## src/rtl/mipi_csi2_frame_sched_if.sv

```systemverilog
// CSI-2 packet header port: header fields towards the lane/ECC stage
// with a valid/ready handshake.
interface mipi_csi2_frame_sched_if;
    logic        hdr_valid;
    logic        hdr_ready;
    logic [7:0]  hdr_di;
    logic [15:0] hdr_wc;
    logic        hdr_long;

    modport master (
        output hdr_valid,
        output hdr_di,
        output hdr_wc,
        output hdr_long,
        input  hdr_ready
    );

    modport slave (
        input  hdr_valid,
        input  hdr_di,
        input  hdr_wc,
        input  hdr_long,
        output hdr_ready
    );
endinterface

```

## src/rtl/mipi_csi2_frame_sched.sv

```systemverilog
// CSI-2 frame packet sequencer: FS, per-line LS/long/LE, generic short
// packets in line gaps, FE; one payload grant per line.
module mipi_csi2_frame_sched #(
    parameter int LINES_W = 12,
    parameter int WC_W    = 16
) (
    input  logic               clk,
    input  logic               resetn,
    input  logic [1:0]         cfg_vc,
    input  logic [5:0]         cfg_dt,
    input  logic [LINES_W-1:0] cfg_lines,
    input  logic [WC_W-1:0]    cfg_wc,
    input  logic               cfg_lsle_en,
    input  logic               start,
    output logic               busy,
    output logic               frame_done,
    input  logic               gsp_req,
    input  logic [5:0]         gsp_dt,
    input  logic [15:0]        gsp_data,
    output logic               gsp_ack,
    mipi_csi2_frame_sched_if.master hdr,
    output logic               pl_start,
    input  logic               pl_done
);

    typedef enum logic [3:0] {
        S_IDLE,
        S_FS,
        S_LS,
        S_LP,
        S_PL,
        S_LE,
        S_GAP,
        S_GSP,
        S_FE
    } state_t;

    state_t state, state_d;

    logic [1:0]         lat_vc;
    logic [5:0]         lat_dt;
    logic [LINES_W-1:0] lat_lines;
    logic [WC_W-1:0]    lat_wc;
    logic               lat_lsle;
    logic [15:0]        frame_num;
    logic [LINES_W-1:0] line;
    logic [5:0]         gsp_dt_q;
    logic [15:0]        gsp_data_q;

    logic        hv;
    logic        hl;
    logic [7:0]  hdi;
    logic [15:0] hwc;
    logic        start_acc;
    logic        line_first;
    logic        line_inc;
    logic        gsp_cap;
    logic        pl_go;
    logic        fe_done;
    logic        last_line;
    state_t      line_state;

    assign last_line  = (line == lat_lines);
    assign line_state = lat_lsle ? S_LS : S_LP;

    always_ff @(posedge clk or negedge resetn) begin
        if (!resetn) begin
            state <= S_IDLE;
        end else begin
            state <= state_d;
        end
    end

    always_comb begin
        state_d    = state;
        hv         = 1'b0;
        hl         = 1'b0;
        hdi        = 8'h00;
        hwc        = 16'h0000;
        gsp_ack    = 1'b0;
        start_acc  = 1'b0;
        line_first = 1'b0;
        line_inc   = 1'b0;
        gsp_cap    = 1'b0;
        pl_go      = 1'b0;
        fe_done    = 1'b0;
        unique case (state)
            S_IDLE: begin
                if (start) begin
                    start_acc = 1'b1;
                    state_d   = S_FS;
                end
            end
            S_FS: begin
                hv  = 1'b1;
                hdi = {lat_vc, 6'h00};
                hwc = frame_num;
                if (hdr.hdr_ready) begin
                    if (lat_lines == '0) begin
                        state_d = S_FE;
                    end else begin
                        line_first = 1'b1;
                        state_d    = line_state;
                    end
                end
            end
            S_LS: begin
                hv  = 1'b1;
                hdi = {lat_vc, 6'h02};
                hwc = 16'(line);
                if (hdr.hdr_ready) state_d = S_LP;
            end
            S_LP: begin
                hv  = 1'b1;
                hl  = 1'b1;
                hdi = {lat_vc, lat_dt};
                hwc = 16'(lat_wc);
                if (hdr.hdr_ready) begin
                    if (lat_wc == '0) begin
                        state_d = lat_lsle ? S_LE : S_GAP;
                    end else begin
                        pl_go   = 1'b1;
                        state_d = S_PL;
                    end
                end
            end
            S_PL: begin
                if (pl_done) state_d = lat_lsle ? S_LE : S_GAP;
            end
            S_LE: begin
                hv  = 1'b1;
                hdi = {lat_vc, 6'h03};
                hwc = 16'(line);
                if (hdr.hdr_ready) state_d = S_GAP;
            end
            S_GAP: begin
                if (gsp_req) begin
                    gsp_cap = 1'b1;
                    state_d = S_GSP;
                end else if (last_line) begin
                    state_d = S_FE;
                end else begin
                    line_inc = 1'b1;
                    state_d  = line_state;
                end
            end
            S_GSP: begin
                hv  = 1'b1;
                hdi = {lat_vc, gsp_dt_q};
                hwc = gsp_data_q;
                if (hdr.hdr_ready) begin
                    gsp_ack = 1'b1;
                    if (last_line) begin
                        state_d = S_FE;
                    end else begin
                        line_inc = 1'b1;
                        state_d  = line_state;
                    end
                end
            end
            S_FE: begin
                hv  = 1'b1;
                hdi = {lat_vc, 6'h01};
                hwc = frame_num;
                if (hdr.hdr_ready) begin
                    fe_done = 1'b1;
                    state_d = S_IDLE;
                end
            end
            default: state_d = S_IDLE;
        endcase
    end

    // frame number skips 0 so a receiver can tell "no frame counting"
    always_ff @(posedge clk or negedge resetn) begin
        if (!resetn) begin
            lat_vc     <= '0;
            lat_dt     <= '0;
            lat_lines  <= '0;
            lat_wc     <= '0;
            lat_lsle   <= 1'b0;
            frame_num  <= '0;
            line       <= '0;
            gsp_dt_q   <= '0;
            gsp_data_q <= '0;
            pl_start   <= 1'b0;
            frame_done <= 1'b0;
        end else begin
            pl_start   <= pl_go;
            frame_done <= fe_done;
            if (start_acc) begin
                lat_vc    <= cfg_vc;
                lat_dt    <= cfg_dt;
                lat_lines <= cfg_lines;
                lat_wc    <= cfg_wc;
                lat_lsle  <= cfg_lsle_en;
                frame_num <= (frame_num == 16'hFFFF) ? 16'h0001
                                                     : frame_num + 16'h0001;
            end
            if (line_first) begin
                line <= LINES_W'(1);
            end else if (line_inc) begin
                line <= line + LINES_W'(1);
            end
            if (gsp_cap) begin
                gsp_dt_q   <= gsp_dt;
                gsp_data_q <= gsp_data;
            end
        end
    end

    assign busy          = (state != S_IDLE);
    assign hdr.hdr_valid = hv;
    assign hdr.hdr_long  = hl;
    assign hdr.hdr_di    = hdi;
    assign hdr.hdr_wc    = hwc;

endmodule

```

## src/flat_wrapper.sv

```systemverilog
// flat-port wrapper written by rule: the top's interface ports become plain ports
module mipi_csi2_frame_sched_flat 
#(
    parameter int LINES_W = 12,
    parameter int WC_W    = 16
)
  (clk, resetn, cfg_vc, cfg_dt, cfg_lines, cfg_wc, cfg_lsle_en, start, busy, frame_done, gsp_req, gsp_dt, gsp_data, gsp_ack, pl_start, pl_done, hdr_hdr_valid, hdr_hdr_di, hdr_hdr_wc, hdr_hdr_long, hdr_hdr_ready);
  mipi_csi2_frame_sched_if hdr_i ();
  input  logic clk;
  input  logic resetn;
  input  logic [1:0] cfg_vc;
  input  logic [5:0] cfg_dt;
  input  logic [LINES_W-1:0] cfg_lines;
  input  logic [WC_W-1:0] cfg_wc;
  input  logic cfg_lsle_en;
  input  logic start;
  output logic busy;
  output logic frame_done;
  input  logic gsp_req;
  input  logic [5:0] gsp_dt;
  input  logic [15:0] gsp_data;
  output logic gsp_ack;
  output logic pl_start;
  input  logic pl_done;
  output wire logic [$bits(hdr_i.hdr_valid)-1:0] hdr_hdr_valid;
  output wire logic [$bits(hdr_i.hdr_di)-1:0] hdr_hdr_di;
  output wire logic [$bits(hdr_i.hdr_wc)-1:0] hdr_hdr_wc;
  output wire logic [$bits(hdr_i.hdr_long)-1:0] hdr_hdr_long;
  input wire logic [$bits(hdr_i.hdr_ready)-1:0] hdr_hdr_ready;
  assign hdr_hdr_valid = hdr_i.hdr_valid;
  assign hdr_hdr_di = hdr_i.hdr_di;
  assign hdr_hdr_wc = hdr_i.hdr_wc;
  assign hdr_hdr_long = hdr_i.hdr_long;
  assign hdr_i.hdr_ready = hdr_hdr_ready;
  mipi_csi2_frame_sched #(.LINES_W(LINES_W), .WC_W(WC_W)) u_core (.clk(clk), .resetn(resetn), .cfg_vc(cfg_vc), .cfg_dt(cfg_dt), .cfg_lines(cfg_lines), .cfg_wc(cfg_wc), .cfg_lsle_en(cfg_lsle_en), .start(start), .busy(busy), .frame_done(frame_done), .gsp_req(gsp_req), .gsp_dt(gsp_dt), .gsp_data(gsp_data), .gsp_ack(gsp_ack), .hdr(hdr_i), .pl_start(pl_start), .pl_done(pl_done));
endmodule
```

## config.mk

```make
export PLATFORM = sky130hd
export DESIGN_NAME = mipi_csi2_frame_sched_flat
export DESIGN_NICKNAME = d
export VERILOG_FILES = /design/src/rtl/mipi_csi2_frame_sched_if.sv /design/src/rtl/mipi_csi2_frame_sched.sv /design/src/flat_wrapper.sv
export SDC_FILE = /design/constraint.sdc
export NUM_CORES = 1
export LEC_CHECK = 0
export BUFFER_PORTS_ARGS = -buffer_cell sky130_fd_sc_hd__buf_2
export CAP_MARGIN = 20
export CORE_MARGIN = 1.5
export CORE_UTILIZATION = 50
export DETAILED_ROUTE_END_ITERATION = 7
export GPL_ROUTABILITY_DRIVEN = 0
export PLACE_DENSITY_LB_ADDON = 0.1
export RECOVER_POWER = 25
export SLEW_MARGIN = 40
export SYNTH_ARGS = -nofsm -noshare
export SYNTH_HDL_FRONTEND = slang
export SYNTH_SLANG_ARGS = --single-unit
export TNS_END_PERCENT = 30
```

## constraint.sdc

```tcl
create_clock -name clk -period 2.1 [get_ports clk]
set_clock_uncertainty 0.05 [all_clocks]
set_input_delay 0.21 -clock clk [delete_from_list [all_inputs] [get_ports clk]]
set_output_delay 0.21 -clock clk [all_outputs]
set_load 0.03 [all_outputs]
```

==> flow_metrics.tcl <==
set metrics [dict create \
    p_sw_uw 3890 \
    yosys_warnings 0 \
    fp-row-count 35 \
    postLayoutCellArea_sq_um 6590 \
    p_sw_share_pct 42.7 \
    synth.area.top_cells "dfrtp_1 (50%), nand2_1 (13%), mux2_2 (5.3%)" \
    crit_buf_inv 4 \
    seq_power_share_pct 33.1 \
    num_vias 4615 \
    p_per_area_nw_per_um2 1380 \
    finalSetupViolations 26 \
    post_drt_wl_per_cell_um 17.8 \
    p_leak_uw 0.00323 \
    finalCriticalPeriod_ns 2.35 \
    die_h_um 99.8 \
    pwr-share-clk_pct 13.9 \
    status "finished, violations left" \
    syn_area_sq_um 4690 \
    n_antenna_cell 0 \
    hold_viol_final 0 \
    final_common_cell "nand2_1" \
    startpoint_type "flip-flop" \
    rsz0062_at_grt "yes" \
    crit_type "reg2out" \
    grt_usage_pct 28.9 \
    cp_max_fo 6 \
    numCtsBuffers 9 \
    dpl_cell_area_sq_um 5560 \
    fmax_mhz 425 \
    antenna_found_initial 0 \
    synth.top_cell.area_share_pct 49.7 \
    mostFrequentLayoutCells "nand2_1 (152), dfrtp_1 (93), buf_2 (72)" \
    grt_pass1_wl_um 22200 \
    path_cells "buf_6 -> nand3b_1 -> buf_6 -> nor2_4 -> buf_12 -> a222oi_1 -> nand2_1 -> buf_6" \
    dp.final_hpwl_um 9300 \
    worst_slack_ns -0.253 \
    tns_ns -3.31 \
    port_buffers 94 \
    nets 749 \
    netlist_instances 510 \
    min_path_type "in2reg" \
    grt_max_degree 44 \
    io-pin-count 95 \
    final_antenna_net_count 0 \
    syn-num-nets 577 \
    arrival_ns 2.09 \
    vdd_drop_max_v 0.000607 \
    drc 0 \
    tritoncts "built" \
    synth_top_flop_cell "dfrtp_1" \
    avgSynthCellArea_sq_um 9.19 \
    worstPathRequired_ns 1.84 \
    synthArstFlopShare_pct 100 \
    syn2layout_area_growth_pct 40.6 \
    first_pass_iters 5 \
    yosysSeqAreaShare_pct 49.7 \
    root_buffer "clkbuf_8" \
    crit_path_max_incr_delay_ns 0.43 \
    cpMostUsedCell "buf_6" \
    initialDrtViolationCount 329 \
    worst_setup_path_end_kind "output pin" \
    power.internal_uw 5220 \
    ys_seq_elements 93 \
    dieArea_sq_um 9960 \
    clockBufferDepth 2 \
    routed_wl_um 14200 \
    yosysUniqueCellTypes 51 \
    synth_edf_count 0 \
    critPathTopFamily "buffers and inverters" \
    htreeDepth 3 \
    grt_pass1_vias 4479 \
    relSlewSlack_pct 45.7 \
    cap_violations 0 \
    synth_top_area_cell "dfrtp_1" \
    clk_pin_slew_ns 0.10 \
    core_sq_um 9150 \
    initial_utilization_pct 51.2 \
    comb_power_share_pct 53.0 \
    post-route-period-util_pct 112 \
    clock_latency_ns 0.37 \
    violations "negative setup slack" \
    drv_slew 0 \
    clock_sinks 93 \
    die_x_um 99.8 \
    drive_gt1_share_pct 32.9 \
    crit_path_top_delay_cell "dfrtp_1" \
    drt-vias-per-instance 5.78 \
    tightest_slew_ns 0.814 \
    overflow 0 \
]
## metrics by stage
stage               setup slack (ns)  power [uW]  hold WS (ns)  cells  util [%]
floorplan                    -0.0802        5410        -0.136    510         -
global placement              0.0280        6690         0.130    729      60.8
detailed placement           0.00512        6800         0.131    729      60.8
CTS                           -0.211        8590       0.00265    790      69.3
global route                  -0.343        9620       0.00749    798      72.0
finish                        -0.253        9110        0.0123    798      72.0
## routing by layer
layer,track usage [%],wire [um],share of wire [%],vias up
li1,-,-,-,2140
met1,36.5,5640,40,2267
met2,48.8,7190,51,166
met3,5.08,798,5.6,42
met4,12.7,550,3.9,0
met5,0,0,0,-
## Yosys cell counts (3+ instances only)
| library cell | instances |
|---|---|
| a21oi_1 | 14 |
| a222oi_1 | 16 |
| a22o_1 | 4 |
| a31oi_1 | 3 |
| and2_1 | 6 |
| and3_1 | 6 |
| clkbuf_1 | 26 |
| dfrtp_1 | 93 |
| inv_1 | 12 |
| mux2_2 | 22 |
| mux2i_1 | 4 |
| nand2_1 | 159 |
| nand3_1 | 13 |
| nand4_1 | 7 |
| nor2_1 | 21 |
| nor2b_1 | 5 |
| nor3_1 | 6 |
| nor4_1 | 10 |
| o21ai_0 | 12 |
| o31ai_1 | 3 |
| o41ai_1 | 3 |
| or2_2 | 3 |
| or3_1 | 5 |
| or4_1 | 3 |
| xnor2_1 | 7 |
| xor2_1 | 17 |
## worst paths after layout
check | startpoint | cells past startpoint | slack (ns) | end
worst max-delay path | u_core.state[2]$_DFFE_PN0P_ | 8 | -0.25 | hdr_hdr_wc[7]
worst min-delay path | gsp_dt[2] | 2 | 0.01 | u_core.gsp_dt_q[2]$_DFFE_PN0P_
worst max register to register | u_core.state[3]$_DFFE_PN0P_ | 7 | -0.14 | u_core.line[9]$_DFFE_PN0P_
worst min register to register | u_core.lat_vc[0]$_DFFE_PN0P_ | 2 | 0.44 | u_core.lat_vc[0]$_DFFE_PN0P_
max in group asynchronous | resetn | 3 | 0.42 | u_core.lat_wc[7]$_DFFE_PN0P_
min in group asynchronous | resetn | 2 | 0.40 | u_core.lat_vc[1]$_DFFE_PN0P_
## cell families (layout without fill, tap and decap cells)
| group | count (synthesis) | in the layout | synth area share, % |
|---|---|---|---|
| adder cells (fa/ha/maj) | 2 | 2 | 0.534 |
| buffers and inverters | 39 | 216 | 3.28 |
| AND/OR/NAND/NOR | 255 | 255 | 24.5 |
| flip-flops | 93 | 93 | 49.7 |
| AO/OA/AOI/OAI | 71 | 71 | 11.4 |
| XOR/XNOR | 24 | 24 | 4.48 |
| multiplexers | 26 | 26 | 6.14 |
## registers in the layout, summed over array words and instances (netlist names), 2 cells and up
register           flops
u_core.lat_vc          2
u_core.lat_lines      12
u_core.frame_num      16
u_core.line           12
u_core.state           4
u_core.gsp_dt_q        6
u_core.gsp_data_q     16
u_core.lat_dt          6
u_core.lat_wc         16
## area by class of cell
cell class | count | area [sq um]
timing repair buffer | 188 | 1510
multi-input combinational | 378 | 2360
inverter | 12 | 45.0
sequential | 93 | 2330
tap | 111 | 139
clock inverter | 7 | 80.1
clock buffer | 9 | 124
fill | 678 | 2560
## power groups by stage
stage                     Clock (uW)  Sequential, uW  Combinational [uW]
after floorplan                    0            2890                2520
after global placement             0            3010                3680
after detailed placement           0            3040                3760
after CTS                       1280            3000                4310
after global routing            1350            3100                5180
final                           1260            3020                4830
## timing repair
item / in CTS / in global routing
cloned: 3 / 1
hold buffers: 35 / 0
setup endpoints to repair: 27 / 63
gates resized for setup: 35 / 72
setup buffers: 7 / 9
pin swaps: 16 / 19
hold endpoints to repair: 64 / 0
Note: power is estimated with default switching activity, not from simulation.
